<file path="src/rtl/arith_pkg.sv">
// Shared arithmetic definitions: FSM state codes and default operand width.
package arith_pkg;

   localparam int DEF_WIDTH = 8;

   typedef logic [1:0] state_t;

   localparam logic [1:0] ST_IDLE = 2'd0;
   localparam logic [1:0] ST_RUN  = 2'd1;
   localparam logic [1:0] ST_DONE = 2'd2;

endpackage

</file>
<file path="src/rtl/full_subtractor.sv">
// One-bit full subtractor (a - b - bin), built from two half-subtractor stages.
// Purely combinational, no latency, no backpressure.
module full_subtractor (
   input  logic a,
   input  logic b,
   input  logic bin,
   output logic d,
   output logic bout
);

   logic w_d1;
   logic w_b1;
   logic w_b2;

   assign w_d1 = a ^ b;
   assign w_b1 = ~a & b;
   assign d    = w_d1 ^ bin;
   assign w_b2 = ~w_d1 & bin;
   assign bout = w_b1 | w_b2;

endmodule

</file>
<file path="src/rtl/serial_subtractor.sv">
// Bit-serial A-B, LSB first; result WIDTH+1 cycles after an accepted start.
// start is ignored while busy; a start during the done cycle is accepted back-to-back.
module serial_subtractor
   import arith_pkg::*;
#(
   parameter int WIDTH = DEF_WIDTH,
   parameter int CNT_W = $clog2(WIDTH + 1)
) (
   input  logic             clk,
   input  logic             rst_n,
   input  logic             start,
   input  logic [WIDTH-1:0] a,
   input  logic [WIDTH-1:0] b,
   output logic [WIDTH-1:0] diff,
   output logic             borrow,
   output logic             busy,
   output logic             done
);

   state_t           r_state;
   logic [WIDTH-1:0] r_a;
   logic [WIDTH-1:0] r_b;
   logic [WIDTH-1:0] r_res;
   logic             r_br;
   logic [CNT_W-1:0] r_cnt;
   logic [WIDTH-1:0] r_diff;
   logic             r_borrow;

   logic             w_d;
   logic             w_bout;
   logic [WIDTH-1:0] w_res_next;
   logic             w_last;

   full_subtractor u_fs (
      .a    (r_a[0]),
      .b    (r_b[0]),
      .bin  (r_br),
      .d    (w_d),
      .bout (w_bout)
   );

   // New bits enter at the MSB so after WIDTH shifts bit 0 sits at the LSB.
   assign w_res_next = {w_d, r_res[WIDTH-1:1]};
   assign w_last     = (r_cnt == CNT_W'(WIDTH - 1));

   always_ff @(posedge clk or negedge rst_n) begin
      if (!rst_n) begin
         r_state  <= ST_IDLE;
         r_a      <= '0;
         r_b      <= '0;
         r_res    <= '0;
         r_br     <= 1'b0;
         r_cnt    <= '0;
         r_diff   <= '0;
         r_borrow <= 1'b0;
      end else begin
         case (r_state)
            ST_IDLE, ST_DONE: begin
               if (start) begin
                  r_a     <= a;
                  r_b     <= b;
                  r_res   <= '0;
                  r_br    <= 1'b0;
                  r_cnt   <= '0;
                  r_state <= ST_RUN;
               end else begin
                  r_state <= ST_IDLE;
               end
            end
            ST_RUN: begin
               r_a   <= r_a >> 1;
               r_b   <= r_b >> 1;
               r_res <= w_res_next;
               r_br  <= w_bout;
               r_cnt <= r_cnt + 1'b1;
               if (w_last) begin
                  r_diff   <= w_res_next;
                  r_borrow <= w_bout;
                  r_state  <= ST_DONE;
               end
            end
            default: r_state <= ST_IDLE;
         endcase
      end
   end

   assign diff   = r_diff;
   assign borrow = r_borrow;
   assign busy   = (r_state == ST_RUN);
   assign done   = (r_state == ST_DONE);

endmodule
</file>
<file path="config.mk">
export PLATFORM = sky130hd
export DESIGN_NAME = serial_subtractor
export DESIGN_NICKNAME = d
export VERILOG_FILES = /design/src/rtl/arith_pkg.sv /design/src/rtl/full_subtractor.sv /design/src/rtl/serial_subtractor.sv
export SDC_FILE = /design/constraint.sdc
export NUM_CORES = 1
export LEC_CHECK = 0
export ABC_AREA = 1
export BUFFER_PORTS_ARGS = -buffer_cell sky130_fd_sc_hd__buf_4
export CORE_MARGIN = 5
export CORE_UTILIZATION = 40
export CTS_CLUSTER_SIZE = 12
export DETAILED_ROUTE_END_ITERATION = 10
export PLACE_DENSITY = 0.58
export SETUP_SLACK_MARGIN = 0.1
export SKIP_LAST_GASP = 1
export SLEW_MARGIN = 40
export SYNTH_ARGS = -nofsm -noshare
export SYNTH_HDL_FRONTEND = slang
export SYNTH_SLANG_ARGS = --single-unit
</file>
<file path="constraint.sdc">
create_clock -name clk -period 2.15 [get_ports clk]
set_clock_uncertainty 0.1 [all_clocks]
set_input_delay 0 -clock clk [delete_from_list [all_inputs] [get_ports clk]]
set_output_delay 0 -clock clk [all_outputs]
set_load 0.05 [all_outputs]
</file>
==> results.cfg <==
[power_and_ir_drop]
p_leak_nw = 1.26
total_power_mw = 3.40
p_per_area_nw_per_um2 = 1490
irDropWorstVdd_uv = 721

[route]
num_vias = 1405
dr.pass1.iters = 4
drc = 0
wl_mm = 3.54
drt_iter0_markers = 61
routedWlPerCell_um = 11.2
vias_per_cell = 4.46
ant_nets = 0

[synth]
ys_top_cells_by_area = dfrtp_1 (57%), nand2_1 (25%), inv_1 (5.9%)
synth-warning-count = 0
synth_xor_area_share_pct = 0
yosys-mux-area-fraction_pct = 0
synth_cell_types = 20
synth_compound_gate_area_share_pct = 3.42
syn_area_sq_um = 1720
synthAdderAreaFrac_pct = 1.89
postSynthCellCount = 213
synth-seq-area-share_pct = 56.8
synthesis.nets = 234
synth_top_family_by_area = simple AND/OR/NAND/NOR gates
synthSimpleGateAreaFrac_pct = 29.9
avgSynthCellArea_sq_um = 8.07
ys_ff_latch = 39
yosysTopAreaCellShare_pct = 56.8
synth_top_area_cell = dfrtp_1

[die]
rows = 23
die_x_um = 75.6
ios = 30
die_h_um = 75.6
start_util_pct = 42.1
dieArea_sq_um = 5710
core_area_sq_um = 4090

[sta]
rsz0062_at_grt = false
finalSetupTns_ns = 0
fmax_mhz = 665
worst_slew_pin_slew_ns = 0.672
finalSetupViolations = 0
slew_headroom_pct = 55.1
fin_crit_ns = 1.50
maxSlewViolCount = 0
hold_viol = 0
period_share_pct = 69.9

[clocking]
post-cts-setup-buffer-count = 0
numCtsBuffers = 5
cts_tree = yes
root_buffer = clkbuf_8
cts_buffer_depth = 2
clock_latency_ns = 0.29
clk_pin_slew_ns = 0.07
cts.sinks = 39
htreeDepth = 2

[critical_path]
critPathMaxFanout = 20
reg2reg_depth = 5
crit_arrival_ns = 1.40
required_ns = 2.05
critPathLaunchType = flip-flop
critPathKind = reg2out
end_kind = output port

[place]
dp_hpwl_mm = 2.19
portBuffers = 29
placed_cell_area_sq_um = 1980
gp_congestion = 0.715

[final_layout]
num_antenna_cells = 0
nFillCells = 392
fin_util_pct = 55.8
fin_area_sq_um = 2280
syn_to_final_growth_pct = 32.5
nets = 285
drive_above_1_share_pct = 17.0

[grt]
grt-ovfl-total = 0
grt_usage_pct = 14.8
grt_antenna_before_repair = 0
grt_pass1_vias = 1422
grt_start_max_net_pins = 40
grt_pass1_wl_mm = 6.28

[status]
outcome = completed

[min_path]
hold_class = in2async

[flow_run]
maxCapViolations = 0
## worst max-delay path, stage by stage (launching register included)
cell	delay [ns]
dfrtp_1	0.43
inv_2	0.05
nor2_1	0.13
buf_4	0.27
buf_4	0.24
## cell families (layout without fill, tap and decap cells)
kind of cell    after synthesis  after routing
fa+ha+maj                     2              2
buf+inv                      33             85
flops                        39             39
simple gates                129            129
compound gates               10             10
## Yosys cell counts
| cell type | number |
|---|---|
| buf_6 | 1 |
| fa_1 | 1 |
| dfrtp_1 | 39 |
| nand2_4 | 1 |
| nor2_1 | 4 |
| buf_2 | 3 |
| a21oi_1 | 1 |
| nor2_4 | 1 |
| nor2_2 | 1 |
| nand3_1 | 4 |
| inv_4 | 1 |
| o21ai_0 | 2 |
| nand2_2 | 1 |
| o22ai_1 | 7 |
| nand4_1 | 1 |
| ha_1 | 1 |
| or2_2 | 1 |
| inv_1 | 27 |
| nand2_1 | 115 |
| inv_2 | 1 |
## area by class of cell
type	instances	area [sq um]	area share, %
timing repair buffer	48	405	17.8
multi-input combinational	141	606	26.6
sequential	39	976	42.8
inverter	29	111	4.89
clock buffer	6	82.6	3.62
tap	50	62.6	2.75
clock inverter	2	35.0	1.54
## layer usage
metal | GRT usage (%) | part of all wire, %
met1 | 19.9 | 46
met2 | 23.1 | 48
met3 | 4.35 | 4.8
met4 | 4.66 | 1.4
met5 | 0 | 0
## power breakdown
part | total [mW] | internal [mW] | switching (mW)
combinational | 1.52 | 0.508 | 1.01
clock | 0.622 | 0.375 | 0.246
sequential | 1.26 | 1.07 | 0.194
## flip-flops by register name (all words and copies together) (netlist names)
register	cells
r_res	7
r_a	8
diff	8
r_cnt	4
r_br	1
r_b	8
r_state	2
borrow	1
## what timing repair did
action | CTS | global route
resized for setup | 0 | 0
endpoints found under the hold margin | 56 | 0
hold buffers | 18 | 0
## per-stage QoR
| step | std cells | hold slack, ns | worst slack (ns) |
|---|---|---|---|
| 4_1_cts | 315 | 0.133 | 0.627 |
| 3_5_place_dp | 289 | -0.0924 | 0.676 |
| 6_report | 315 | 0.116 | 0.647 |
| 3_3_place_gp | 289 | -0.0957 | 0.670 |
| 5_1_grt | 315 | 0.175 | 0.535 |
| 2_1_floorplan | 213 | -0.396 | 0.868 |
## layout by cell type (no fill, tap or decap)
cell           count
o21ai_0            2
nor2_4             1
nand2_4            1
dlygate4sd3_1     18
a21oi_1            1
o22ai_1            7
or2_2              1
buf_4             30
ha_1               1
nand2_2            1
nor2_2             1
bufinv_16          1
clkbuf_8           6
inv_2              1
dfrtp_1           39
nand2_1          115
clkinv_2           1
nand4_1            1
nand3_1            4
inv_1             27
fa_1               1
inv_4              1
nor2_1             4
## path summary, 6_finish.rpt
path / start / to / slack (ns)
max in group asynchronous: rst_n / r_cnt[2]$_DFFE_PN0P_ / 1.50
max reg2reg: r_state[0]$_DFFE_PN0P_ / r_a[2]$_DFFE_PN0P_ / 0.69
max: r_state[0]$_DFFE_PN0P_ / busy / 0.65
min: rst_n / r_res[1]$_DFFE_PN0P_ / 0.12
min in group clk: a[7] / r_a[7]$_DFFE_PN0P_ / 0.35
min reg2reg: r_res[2]$_DFFE_PN0P_ / diff[1]$_DFFE_PN0P_ / 0.37
(Power assumes the default switching activity.)
